<file path="src/rtl/mul8_rr_scheduler.sv">
// Round-robin scheduler that shares one combinational 8x8 multiplier between NREQ requesters.
// Operand register (S1) and product register (S2) form a 2-stage stallable pipeline.
module mul8_rr_scheduler #(
   parameter int unsigned NREQ = 4,
   parameter int unsigned IDW  = 2,
   parameter int unsigned CNTW = 16
) (
   input  logic              clk,
   input  logic              rst,
   input  logic [NREQ-1:0]   req_valid,
   output logic [NREQ-1:0]   req_ready,
   input  logic [8*NREQ-1:0] req_a,
   input  logic [8*NREQ-1:0] req_b,
   output logic [7:0]        mul_a,
   output logic [7:0]        mul_b,
   input  logic [15:0]       mul_o,
   output logic              rsp_valid,
   input  logic              rsp_ready,
   output logic [IDW-1:0]    rsp_id,
   output logic [15:0]       rsp_p,
   output logic              busy,
   output logic [CNTW-1:0]   op_count
);

   localparam int unsigned DW = 8;
   localparam int unsigned PW = 16;

   logic            r_v1;
   logic [DW-1:0]   r_a;
   logic [DW-1:0]   r_b;
   logic [IDW-1:0]  r_id1;
   logic            r_v2;
   logic [PW-1:0]   r_p;
   logic [IDW-1:0]  r_id2;
   logic [IDW-1:0]  r_ptr;
   logic [CNTW-1:0] r_cnt;

   logic [NREQ-1:0] w_grant;
   logic [IDW-1:0]  w_gid;
   logic            w_found;
   logic [DW-1:0]   w_a;
   logic [DW-1:0]   w_b;
   logic            w_en1;
   logic            w_en2;
   logic            w_accept;
   logic [IDW-1:0]  w_ptr_nxt;

   // Rotating priority: first pass covers ptr..NREQ-1, second pass wraps to 0..ptr-1.
   always_comb begin
      w_grant = '0;
      w_gid   = '0;
      w_found = 1'b0;
      w_a     = '0;
      w_b     = '0;
      for (int i = 0; i < NREQ; i++) begin
         if (!w_found && req_valid[i] && (IDW'(i) >= r_ptr)) begin
            w_grant[i] = 1'b1;
            w_gid      = IDW'(i);
            w_found    = 1'b1;
            w_a        = req_a[DW*i +: DW];
            w_b        = req_b[DW*i +: DW];
         end
      end
      for (int i = 0; i < NREQ; i++) begin
         if (!w_found && req_valid[i] && (IDW'(i) < r_ptr)) begin
            w_grant[i] = 1'b1;
            w_gid      = IDW'(i);
            w_found    = 1'b1;
            w_a        = req_a[DW*i +: DW];
            w_b        = req_b[DW*i +: DW];
         end
      end
   end

   assign w_en2     = ~r_v2 | rsp_ready;
   assign w_en1     = ~r_v1 | w_en2;
   assign w_accept  = w_found & w_en1;
   assign w_ptr_nxt = (w_gid == IDW'(NREQ - 1)) ? '0 : w_gid + IDW'(1);

   always_ff @(posedge clk) begin
      if (rst) begin
         r_v1  <= 1'b0;
         r_a   <= '0;
         r_b   <= '0;
         r_id1 <= '0;
         r_v2  <= 1'b0;
         r_p   <= '0;
         r_id2 <= '0;
         r_ptr <= '0;
         r_cnt <= '0;
      end else begin
         if (w_en2) begin
            r_v2  <= r_v1;
            r_p   <= mul_o;
            r_id2 <= r_id1;
         end
         // Operands only reload on an accept so the multiplier inputs stay quiet when idle.
         if (w_en1) begin
            r_v1 <= w_accept;
            if (w_accept) begin
               r_a   <= w_a;
               r_b   <= w_b;
               r_id1 <= w_gid;
            end
         end
         if (w_accept) begin
            r_ptr <= w_ptr_nxt;
         end
         if (r_v2 && rsp_ready) begin
            r_cnt <= r_cnt + CNTW'(1);
         end
      end
   end

   assign req_ready = w_grant & {NREQ{w_en1}};
   assign mul_a     = r_a;
   assign mul_b     = r_b;
   assign rsp_valid = r_v2;
   assign rsp_id    = r_id2;
   assign rsp_p     = r_p;
   assign busy      = r_v1 | r_v2;
   assign op_count  = r_cnt;

endmodule
</file>
<file path="config.mk">
export PLATFORM = sky130hd
export DESIGN_NAME = mul8_rr_scheduler
export DESIGN_NICKNAME = d
export VERILOG_FILES = /design/src/rtl/mul8_rr_scheduler.sv
export SDC_FILE = /design/constraint.sdc
export NUM_CORES = 1
export LEC_CHECK = 0
export BUFFER_PORTS_ARGS = -buffer_cell sky130_fd_sc_hd__buf_2
export CORE_MARGIN = 4
export CORE_UTILIZATION = 25
export DETAILED_ROUTE_END_ITERATION = 8
export HOLD_SLACK_MARGIN = 0.1
export SYNTH_ARGS = -nofsm -noshare
export SYNTH_HDL_FRONTEND = slang
export SYNTH_SLANG_ARGS = --single-unit
</file>
<file path="constraint.sdc">
create_clock -name clk -period 1.9 [get_ports clk]
set_input_delay 0.285 -clock clk [delete_from_list [all_inputs] [get_ports clk]]
set_output_delay 0.285 -clock clk [all_outputs]
set_load 0.05 [all_outputs]
</file>
* Word level (Yosys, flattened, before mapping)
Index checks and enable logic that the tools add are counted.
** Operators by class
- Add/subtract/negate cells :: 2
- Multiply operators :: 0
- Div/mod/pow operators :: 0
- $lt $le $gt $ge :: 8
- Equality and inequality tests :: 1
- Shifts and indexed selects :: 0
- Muxes and demuxes :: 39
- Bitwise operators :: 7
- Reduce and logical (&&, ||, !) cells :: 24
** Operators by type and width (number)
- 2-to-1 mux 8 bit :: 16
- adder 16 x 1 -> 16 bit (second input constant) :: 1
- logical AND 1 bit :: 16
- 2-to-1 mux 1 bit :: 16
- 2-to-1 mux 2 bit :: 7
- logical NOT 1 bit :: 7
- AND 4 bit :: 1
- >= comparator 1 x 2 -> 1 bit (first input constant) :: 2
- >= comparator 2 bit (first input constant) :: 2
- less-than comparator 1 x 2 -> 1 bit (first input constant) :: 2
- less-than comparator 2 bit (first input constant) :: 2
- OR 1 bit :: 3
- adder 2 x 1 -> 2 bit (second input constant) :: 1
- equality test 2 bit (second input constant) :: 1
- inverter 1 bit :: 2
- AND reduction 2 bit :: 1
- AND 1 bit :: 1
** Storage, ports and cells
- Bits in registers :: 56
- Bits in latches :: 0
- Memory bits (writable) :: 0
- ROM bits :: 0
- Memories kept :: 0

* Depth between registers and ports, before layout
Gate-level depths: netlist of the first run.
- Depth in word-level cells :: 33
- Depth in mapped cells :: 8
- Mapped depth without buffers :: 6

* Worst setup path after synthesis of the first run
No wires, ideal clock.
- Kind :: reg-to-output
- Start :: register r_ptr[1]
- End :: output port req_ready[2]
- Arrival :: 1.765 ns
- Setup slack :: -0.150 ns
- Cell stages (with the launch flop) :: 8
- Path buffers :: 3
- Cell sequence :: dfxtp_1 > buf_2 > nor2b_2 > and4_1 > buf_4 > buf_6 > a21oi_1 > nor2_1
** On the way
- Longest elaborated chain between the ends :: 28
** Ends and longest elaborated chain
- start, declared :: RTL line 35 : logic [IDW-1:0] r_ptr;
- start signal, assigned :: RTL line 107 : r_ptr <= w_ptr_nxt;
- >= comparator 1 x 2 -> 1 bit :: RTL line 56 : if (!w_found && req_valid[i] && (IDW'(i) >= r_ptr)) begin
- logical AND 1 bit :: RTL line 56
- 2-to-1 mux 1 bit :: RTL line 56
- logical NOT 1 bit :: RTL line 56
- logical AND 1 bit (2 in a row) :: RTL line 56
- 2-to-1 mux 1 bit :: RTL line 56
- logical NOT 1 bit :: RTL line 56
- logical AND 1 bit (2 in a row) :: RTL line 56
- (+8 left out)
- 2-to-1 mux 1 bit :: RTL line 65 : if (!w_found && req_valid[i] && (IDW'(i) < r_ptr)) begin
- logical NOT 1 bit :: RTL line 65
- logical AND 1 bit (2 in a row) :: RTL line 65
- 2-to-1 mux 1 bit :: RTL line 65
- logical NOT 1 bit :: RTL line 65
- logical AND 1 bit (2 in a row) :: RTL line 65
- 2-to-1 mux 1 bit * :: RTL line 65
- AND 4 bit * :: RTL line 115 : assign req_ready = w_grant & {NREQ{w_en1}};
- end, declared :: RTL line 11 : output logic [NREQ-1:0] req_ready,
Mark *: on every way between the ends. The rest lies on a longest branch, timed or not.

* Final worst setup path of the first run
- Start :: register r_ptr[1]
- End :: output port req_ready[1]
** On the way
- Longest elaborated chain between the ends :: 24
** Ends and longest elaborated chain (RTL line)
- >= comparator 1 x 2 -> 1 bit :: 56
- logical AND 1 bit :: 56
- 2-to-1 mux 1 bit :: 56
- logical NOT 1 bit :: 56
- logical AND 1 bit (2 in a row) :: 56
- 2-to-1 mux 1 bit :: 56
- logical NOT 1 bit :: 56
- logical AND 1 bit (2 in a row) :: 56
- (+4 left out)
- 2-to-1 mux 1 bit :: 56
- logical NOT 1 bit :: 65
- logical AND 1 bit (2 in a row) :: 65
- 2-to-1 mux 1 bit :: 65
- logical NOT 1 bit :: 65
- logical AND 1 bit (2 in a row) :: 65
- 2-to-1 mux 1 bit * :: 65
- AND 4 bit * :: 115
Marks and branches as above.

==> out/results.ini, run 1 <==
[min_path]
holdCritStartpoint = mul_o[10]
min_path_type = primary input to flop
min_path_cells = 3
holdPathEnd = rsp_p[10]$_SDFFE_PP0P_

[clock_tree]
htree_levels = 2
cts_buffers = 5
clockRootBuffer = clkbuf_16
cts_sinks = 56
clk_pin_slew_ps = 80
clock_path_buffers = 2
cts_tree = built
clk_latency_ps = 310

[setup_path]
reg2reg_depth = 7
r2r-end = mul_a[2]$_SDFFE_PP0P_
r2r-start = r_ptr[0]$_SDFFE_PP0P_
critPathKind = flop to output port
crit_start = r_ptr[1]$_SDFFE_PP0P_
crit_fanout = 10
end_kind = output port
start_kind = flop
arrival_ps = 1580
required_ps = 1620
r2r_setup_slack_ps = 130

[timing]
setup-tns-final_ps = 0
fin_crit_sh_pct = 98.2
max_freq_mhz = 536
hold_ws_ps = 211
clock_skew_ps = 6.07
period_minus_slack_ps = 1870
relSlewSlack_pct = 66.4
tightest_slew_ps = 504
hold_viol = 0
setup_viol = 0
rsz0062_at_grt = false
layout_setup_ws_ps = 34.6
final_max_slew_viol_count = 0

[global_routing]
grt_use_met1_pct = 20.3
grt_max_degree = 42
grt_pass1_wl_um = 19200
grt_use_met3_pct = 3.59
grt_overflow_total = 0
grt_busiest_layer = met2
use_met2_pct = 26.6
antenna_found_initial = 0
grt_pass1_vias = 3760
grt_use_total_pct = 16.1

[finish]
layout_commonest_cell = buf_2
area_delta_synth_final_pct = 36.6
diodes = 0
utilization_pct = 35.2
finalInstanceArea_mm2 = 0.00450
nets = 637
fillers = 1366
final_layout_size_suffix_gt1_share_pct = 41.1
layout_common_cells = 138 x buf_2, 55 x nand2_1, 53 x dfxtp_1, 37 x buf_4, 35 x a21oi_1

[placed_design]
place_area_mm2 = 0.00427
portBuffers = 142
pre_cts_ws_ps = 64.0
post-dp-hpwl_um = 9200
gp_congestion = 0.854

[synthesis]
syn_area_per_cell_um2 = 8.27
synthDistinctLibCells = 53
syn_area_mm2 = 0.00329
ys.flop_type = dfxtp_1
ys_ff_latch = 56
synth_fp_nets = 486
seq_area_frac_synth_pct = 34.0
syn_inst = 398
synth-edff-count = 0
yosys_warnings = 0
async_reset_ff_share_pct = 0

[route]
routed_via_density = 5.22
num_vias = 3771
wl_um = 12500
drc = 0
wire_per_inst_um = 17.3
drtIter0Drc = 336
dr.pass1.iters = 5
antenna_left = 0

[run_status]
status = finished, final reports clean

[floorplanning]
die_y_um = 123
placementRows = 41
die_x_um = 123
initial_core_util_pct = 25.8
fp.dieArea_mm2 = 0.0151
coreArea_mm2 = 0.0128
pin_count = 143

[run]
maxCapViolCount = 0

[power_and_ir_drop]
leakage_nw = 1.99
p_per_area_mw_per_mm2 = 767
ir_drop_mv = 0.435

==> logic make-up (layout without fill, tap and decap cells) <==
group | Yosys count | in the layout | share of synthesized area, %
DFF | 56 | 56 | 34.0
muxes | 1 | 1 | 0.304
buffers and inverters | 38 | 190 | 6.84
AOI/OAI and AO/OA | 140 | 140 | 32.1
adders and majority gates | 1 | 1 | 0.380
xor gates and xnor gates | 15 | 15 | 3.99
and+or+nand+nor | 147 | 147 | 22.3
==> area by class of cell <==
class / instances / area, um2 / area share, %
multi-input cells: 304 / 1990 / 44.1
flip-flops and latches: 56 / 1130 / 25.1
repair buffers: 178 / 1010 / 22.5
well taps: 172 / 215 / 4.78
clock buffers: 6 / 129 / 2.86
clock inverters: 2 / 16.3 / 0.362
inverters: 4 / 15.0 / 0.334
==> how the worst max path moves through the flow <==
stage                                        to  slack, ps
final                              req_ready[1]         30
after global routing               req_ready[3]          6
after CTS                          req_ready[0]          5
after detailed placement  mul_b[1]$_SDFFE_PP0P_         60
after global placement    mul_a[2]$_SDFFE_PP0P_         40
after floorplan                    req_ready[2]         70
==> worst max-delay path: stages, from the launching register on <==
cell and delay (ps):
dfxtp_2 350, buf_4 170, nor2b_1 140, buf_4 220
a21oi_2 90, nor2_2 90, buf_4 210
==> flip-flops by register name, indices dropped and copies added, names as in the netlist <==
name / flops
mul_a: 8
mul_b: 8
op_count: 16
r_id1: 2
r_ptr: 2
r_v1: 1
rsp_id: 2
rsp_p: 16
rsp_valid: 1
==> report_power, final <==
group	internal (mW)	total [mW]	switching [mW]
Clock	0.494	0.974	0.479
Sequential	1.26	1.32	0.0600
Combinational	0.412	1.15	0.742
==> layer usage <==
metal / share of wire (%) / wire, um / vias up
met5: 0 / 0 / -
met4: 1.8 / 229 / 0
met3: 7.3 / 917 / 24
met2: 48 / 5960 / 180
met1: 43 / 5410 / 1775
li1: - / - / 1792
==> synth_stat cells, types with 9 or more instances <==
library cell   n  area [um2]
dfxtp_1       56        1120
nand2_1       55         206
a21oi_1       36         180
nor2_1        35         131
o21ai_1       17        85.1
and3_1        14        87.6
clkbuf_1      14        52.6
nand3_1       13        65.1
xor2_1        13         114
o22ai_1       10        62.6
a221o_1        9        90.1
a31oi_1        9        56.3
a32o_1         9        90.1
==> timing repair <==
item | in CTS | in global routing
resized for setup | 8 | 8
gates cloned | 0 | 0
hold buffers | 0 | 0
pin swaps | 1 | 2
buffers inserted | 1 | 4
setup endpoints to repair | 4 | 6
==> metrics by stage <==
step | total power, mW | std cells
after global placement | 2.44 | 709
after global routing | 3.62 | 722
after CTS | 3.46 | 718
after detailed placement | 2.46 | 709
after floorplan | 2.10 | 398
final | 3.45 | 722
Note: power is estimated with default switching activity, not from simulation.
==> run 2, diff against run 1 <==
CELL_PAD_IN_SITES_DETAIL_PLACEMENT = 1   (was default)
CELL_PAD_IN_SITES_GLOBAL_PLACEMENT = 1   (was default)
PLACE_DENSITY_LB_ADDON = 0.1   (was default)
==> run 2 against run 1 <==
  * Non-clock buffer count is 3 higher
  * Clock power grew 16%
  * Worst setup slack improved by 31 ps
  * Critical endpoint unchanged
==> out/results.ini, run 2 (synthesis results as in run 1) <==
[clock_tree]
cts_tree = built  ; unchanged
cts-hold-fix-buffers = 0  ; unchanged
cts_buffers = 5  ; unchanged
htree_levels = 2  ; unchanged
clk_pin_slew_ps = 80  ; about the same
clk_latency_ps = 300  ; was 310 ps
clock_path_buffers = 2  ; unchanged
cts_sinks = 56  ; unchanged
clockRootBuffer = clkbuf_16  ; unchanged

[finish]
area_delta_synth_final_pct = 38.0  ; was 36.6%
nets = 640  ; was 637
fillers = 1559  ; was 1366
layout_commonest_cell = buf_2  ; unchanged
final_layout_size_suffix_gt1_share_pct = 41.6  ; was 41.1%
instances_no_fill = 725  ; was 722
finalInstanceArea_mm2 = 0.00455  ; was 0.00450 mm2
layout_common_cells = 138 x buf_2, 55 x nand2_1, 53 x dfxtp_1, 41 x buf_4, 35 x a21oi_1  ; was 138 x buf_2, 55 x nand2_1, 53 x dfxtp_1, 37 x buf_4, 35 x a21oi_1
multi_input_area_mm2 = 0.00199  ; about the same
diodes = 0  ; unchanged
regArea_mm2 = 0.00113  ; unchanged

[global_routing]
antenna_found_initial = 0  ; unchanged
grt_pass1_wl_um = 20500  ; was 19200 um
grt_pass1_vias = 3956  ; was 3760
grt_use_total_pct = 17.4  ; was 16.1%
grt_overflow_total = 0  ; unchanged
grt_max_degree = 38  ; was 42

[floorplanning]
initial_core_util_pct = 25.8  ; unchanged
die_y_um = 123  ; unchanged
die_x_um = 123  ; unchanged
pin_count = 143  ; unchanged
placementRows = 41  ; unchanged
coreArea_mm2 = 0.0128  ; unchanged
fp.dieArea_mm2 = 0.0151  ; unchanged

[min_path]
holdPathEnd = rsp_p[11]$_SDFFE_PP0P_  ; was rsp_p[10]$_SDFFE_PP0P_
holdCritStartpoint = mul_o[11]  ; was mul_o[10]
min_path_type = primary input to flop  ; unchanged
min_path_cells = 3  ; unchanged

[setup_path]
r2r-start = r_ptr[1]$_SDFFE_PP0P_  ; was r_ptr[0]$_SDFFE_PP0P_
slowest_stage = dfxtp_2  ; unchanged
worst-path-buf-inv = 1  ; was 3
crit_fanout = 8  ; was 10
r2r-end = mul_a[3]$_SDFFE_PP0P_  ; was mul_a[2]$_SDFFE_PP0P_
critPathKind = flop to output port  ; unchanged
crit_family = simple AND/OR/NAND/NOR gates  ; was buffers and inverters
r2r_setup_slack_ps = 110  ; was 130 ps
required_ps = 1620  ; about the same
cp_slowest_stage_delay_ps = 400  ; was 350 ps
arrival_ps = 1550  ; was 1580 ps
start_kind = flop  ; unchanged
end_kind = output port  ; unchanged
critical_path.cell_chain = nor2b_4 -> and4b_4 -> a21oi_4 -> nor2_2 -> buf_4  ; was buf_4 -> nor2b_1 -> buf_4 -> a21oi_2 -> nor2_2 -> buf_4
reg2reg_depth = 6  ; was 7

[timing]
relSlewSlack_pct = 68.3  ; was 66.4%
final_max_slew_viol_count = 0  ; unchanged
hold_viol = 0  ; unchanged
fin_crit_sh_pct = 96.6  ; was 98.2%
setup-tns-final_ps = 0  ; unchanged
setup_viol = 0  ; unchanged
rsz0062_at_grt = true  ; was false
clock_skew_ps = 6.45  ; was 6.07 ps
tightest_slew_ps = 475  ; was 504 ps
max_freq_mhz = 545  ; was 536 MHz
period_minus_slack_ps = 1830  ; was 1870 ps
hold_ws_ps = 219  ; was 211 ps

[route]
drtIter0Drc = 232  ; was 336
dr.pass1.iters = 4  ; was 5
antenna_left = 0  ; unchanged
wire_per_inst_um = 18.3  ; was 17.3 um
routed_via_density = 5.14  ; was 5.22
num_vias = 3727  ; was 3771
wl_um = 13200  ; was 12500 um
drc = 0  ; unchanged

[placed_design]
portBuffers = 142  ; unchanged
gp_congestion = 0.810  ; was 0.854
place_area_mm2 = 0.00430  ; was 0.00427 mm2
post-dp-hpwl_um = 9880  ; was 9200 um
placed_cells = 715  ; was 709

[run]
maxCapViolCount = 0  ; unchanged

[power_and_ir_drop]
ir_drop_mv = 0.346  ; was 0.435 mV
p_per_area_mw_per_mm2 = 797  ; was 767 mW/mm2
leakage_nw = 2.02  ; was 1.99 nW

[run_status]
status = finished, final reports clean  ; unchanged

[run 2: final cells by class]
class | instances | share of cell area (%)
clock buffers | 6 | 3.06
repair buffers | 181 | 22.5
clock inverters | 2 | 0.853
well taps | 172 | 4.73
inverters | 4 | 0.330
multi-input cells | 304 | 43.8
flip-flops and latches | 56 | 24.8
[run 2: per-layer routing]
metal  track usage (%)  up-vias  part of all wire [%]
li1                  -     1788                     -
met5                 0        -                     0
met2              29.9      127                    48
met3              4.33       20                   6.1
met4              5.46        0                   2.0
met1              21.4     1792                    44
[run 2: report_power, final]
group          internal, mW  switching, mW
logic                 0.415          0.746
registers              1.26         0.0642
clock network         0.662          0.472
total                  2.34           1.28
[run 2: repair_timing]
| action | in CTS | in global routing |
|---|---|---|
| setup endpoints to repair | 12 | 6 |
| buffers inserted | 2 | 0 |
| resized for setup | 11 | 6 |
| pin swaps | 1 | 0 |
[run 2: worst register-to-register path, stage by stage, from the launching register on]
cell and delay, ps:
dfxtp_2 360, o21bai_2 270, o2111ai_4 140, buf_4 320
o221a_2 240, o21ai_1 70, a2111oi_2 290
[run 2: worst max-delay path by stage]
stage                     slack (ps)                    from                     to  cells past startpoint
final                             70   r_ptr[1]$_SDFFE_PP0P_           req_ready[1]                      5
after CTS                          8  rsp_valid$_SDFFE_PP0P_           req_ready[0]                      5
after global placement            30   r_ptr[0]$_SDFFE_PP0P_  mul_b[4]$_SDFFE_PP0P_                      6
after global routing             -20   r_ptr[1]$_SDFFE_PP0P_           req_ready[0]                      6
after floorplan                   70   r_ptr[1]$_SDFFE_PP0P_           req_ready[2]                      7
after detailed placement           4   r_ptr[0]$_SDFFE_PP0P_  mul_b[5]$_SDFFE_PP0P_                      6
[run 2: stage by stage]
step                      util (%)  power, mW  setup WS (ps)
final                         35.6       3.62           65.4
after global routing          35.6       3.82          -15.5
after CTS                     35.4       3.67           7.73
after detailed placement      33.7       2.49           4.32
after global placement        33.7       2.47           30.0
after floorplan                  -       2.10           72.0
==> run 3, diff against run 2 <==
CAP_MARGIN = 20   (was default)
clock period = 2.4 ns   (was 1.9 ns; I/O delays follow)
==> run 3 against run 2 <==
  * Sequential power decreased by 21%
  * Combinational power decreased by 26%
  * Worst setup slack improved by 77 ps
  * Critical endpoint unchanged
  * Largest cell class unchanged
  * Power decreased by 23%
  * Global-route usage decreased by 0.14 points
  * Clock-buffer cell count unchanged
  * Highest routed layer unchanged
  * Sequential cell count unchanged
  * Cell count decreased by 2.3%
  * Largest power group unchanged
  * Core utilization decreased by 1.6 points
  * Sequential share of layout area increased by 1.0 points
  * Critical path type unchanged
  * Clock power decreased by 22%
  * Die area unchanged
==> out/results.ini, run 3 (synthesis results as in run 1) <==
[run_status]
status = finished, final reports clean  ; unchanged

[placed_design]
pre_cts_ws_ps = 367  ; was 4.32 ps
gp_congestion = 0.830  ; was 0.810
portBuffers = 142  ; unchanged
post-dp-hpwl_um = 9730  ; was 9880 um
placed_cells = 700  ; was 715

[timing]
tightest_slew_ps = 573  ; was 475 ps
fin_crit_sh_pct = 94.1
final_max_slew_viol_count = 0  ; unchanged
clock_skew_ps = 4.02  ; was 6.45 ps
relSlewSlack_pct = 61.8  ; was 68.3%
max_freq_mhz = 443
setup_viol = 0  ; unchanged
period_minus_slack_ps = 2260
setup-tns-final_ps = 0  ; unchanged
hold_viol = 0  ; unchanged
rsz0062_at_grt = false  ; was true
layout_setup_ws_ps = 142  ; was 65.4 ps

[clock_tree]
cts_resized = 0  ; was 11
clock_path_buffers = 2  ; unchanged
postCtsSetupRepairBufs = 0  ; was 2
cts-hold-fix-buffers = 0  ; unchanged
clk_pin_slew_ps = 80  ; about the same
cts_tree = built  ; unchanged
clk_latency_ps = 300  ; about the same
cts_sinks = 56  ; unchanged
cts_buffers = 5  ; unchanged
htree_levels = 2  ; unchanged
clockRootBuffer = clkbuf_16  ; unchanged

[route]
drc = 0  ; unchanged
drtIter0Drc = 123  ; was 232
num_vias = 3664  ; was 3727
dr.pass1.iters = 4  ; unchanged
wire_per_inst_um = 18.5  ; was 18.3 um
routed_via_density = 5.18  ; was 5.14
wl_um = 13100  ; was 13200 um
antenna_left = 0  ; unchanged

[setup_path]
start_kind = flop  ; unchanged
end_kind = output port  ; unchanged
required_ps = 2040  ; was 1620 ps
arrival_ps = 1900  ; was 1550 ps
crit_fanout = 10  ; was 8
critPathKind = flop to output port  ; unchanged

[global_routing]
grt_pass1_wl_um = 20300  ; was 20500 um
grt_overflow_total = 0  ; unchanged
grt_max_degree = 50  ; was 38
grt_pass1_vias = 3775  ; was 3956
grt_use_total_pct = 17.3  ; was 17.4%
antenna_found_initial = 0  ; unchanged

[finish]
layout_commonest_cell = buf_2  ; unchanged
layout_common_cells = 142 x buf_2, 55 x nand2_1, 55 x dfxtp_1, 36 x a21oi_1, 35 x nor2_1  ; was 138 x buf_2, 55 x nand2_1, 53 x dfxtp_1, 41 x buf_4, 35 x a21oi_1
area_delta_synth_final_pct = 32.0  ; was 38.0%
fillers = 1556  ; was 1559
final_layout_size_suffix_gt1_share_pct = 37.5  ; was 41.6%
diodes = 0  ; unchanged
instances_no_fill = 708  ; was 725
nets = 623  ; was 640

[floorplanning]
initial_core_util_pct = 25.8  ; unchanged
placementRows = 41  ; unchanged
die_x_um = 123  ; unchanged
die_y_um = 123  ; unchanged
coreArea_mm2 = 0.0128  ; unchanged
pin_count = 143  ; unchanged
fp.dieArea_mm2 = 0.0151  ; unchanged

[power_and_ir_drop]
p_total_mw = 2.79  ; was 3.62 mW
p_per_area_mw_per_mm2 = 642  ; was 797 mW/mm2
leakage_nw = 1.92  ; was 2.02 nW
ir_drop_mv = 0.350  ; was 0.346 mV

[run]
maxCapViolCount = 0  ; unchanged

[min_path]
min_path_type = primary input to flop  ; unchanged

-- run 3: final cells by class --
class | instances | area, um2 | share of cell area [%]
flip-flops and latches | 56 | 1120 | 25.8
clock inverters | 2 | 38.8 | 0.893
multi-input cells | 304 | 1950 | 44.9
repair buffers | 164 | 876 | 20.2
well taps | 172 | 215 | 4.95
inverters | 4 | 15.0 | 0.346
clock buffers | 6 | 129 | 2.97
-- run 3: final timing paths --
check | from | end | slack, ps | cells past startpoint
worst max-delay path | r_ptr[0]$_SDFFE_PP0P_ | req_ready[1] | 140 | 5
worst min-delay path | mul_o[0] | rsp_p[0]$_SDFFE_PP0P_ | 290 | 3
worst max register to register | r_ptr[0]$_SDFFE_PP0P_ | mul_b[5]$_SDFFE_PP0P_ | 360 | 6
worst min register to register | rsp_id[1]$_SDFFE_PP0P_ | rsp_id[1]$_SDFFE_PP0P_ | 450 | 2
-- run 3: per-layer routing --
layer | GRT usage, % | vias to the layer above | part of all wire, %
met5 | 0 | - | 0
met1 | 21.2 | 1786 | 43
met4 | 6.16 | 0 | 1.7
met2 | 29.3 | 107 | 49
met3 | 4.29 | 16 | 6.2
li1 | - | 1755 | -
-- run 3: where the power goes --
| part | switching (mW) | internal (mW) |
|---|---|---|
| Combinational | 0.570 | 0.286 |
| Clock | 0.381 | 0.499 |
| Sequential | 0.0526 | 0.999 |
| Total | 1.00 | 1.78 |
-- run 3: critical path, cell delays in order, from the launching register on --
cell      delay [ps]
dfxtp_1          590
nand2b_1         200
and4b_4          330
a21oi_2           80
nor2_1           110
buf_2            280
-- run 3: per-stage QoR --
stage          area (um2)  hold WS, ps  util (%)
2_1_floorplan        3290          432         -
3_3_place_gp         4180          436      32.7
3_5_place_dp         4180          445      32.7
4_1_cts              4340          279      34.0
5_1_grt              4350          297      34.0
6_report             4350          289      34.0
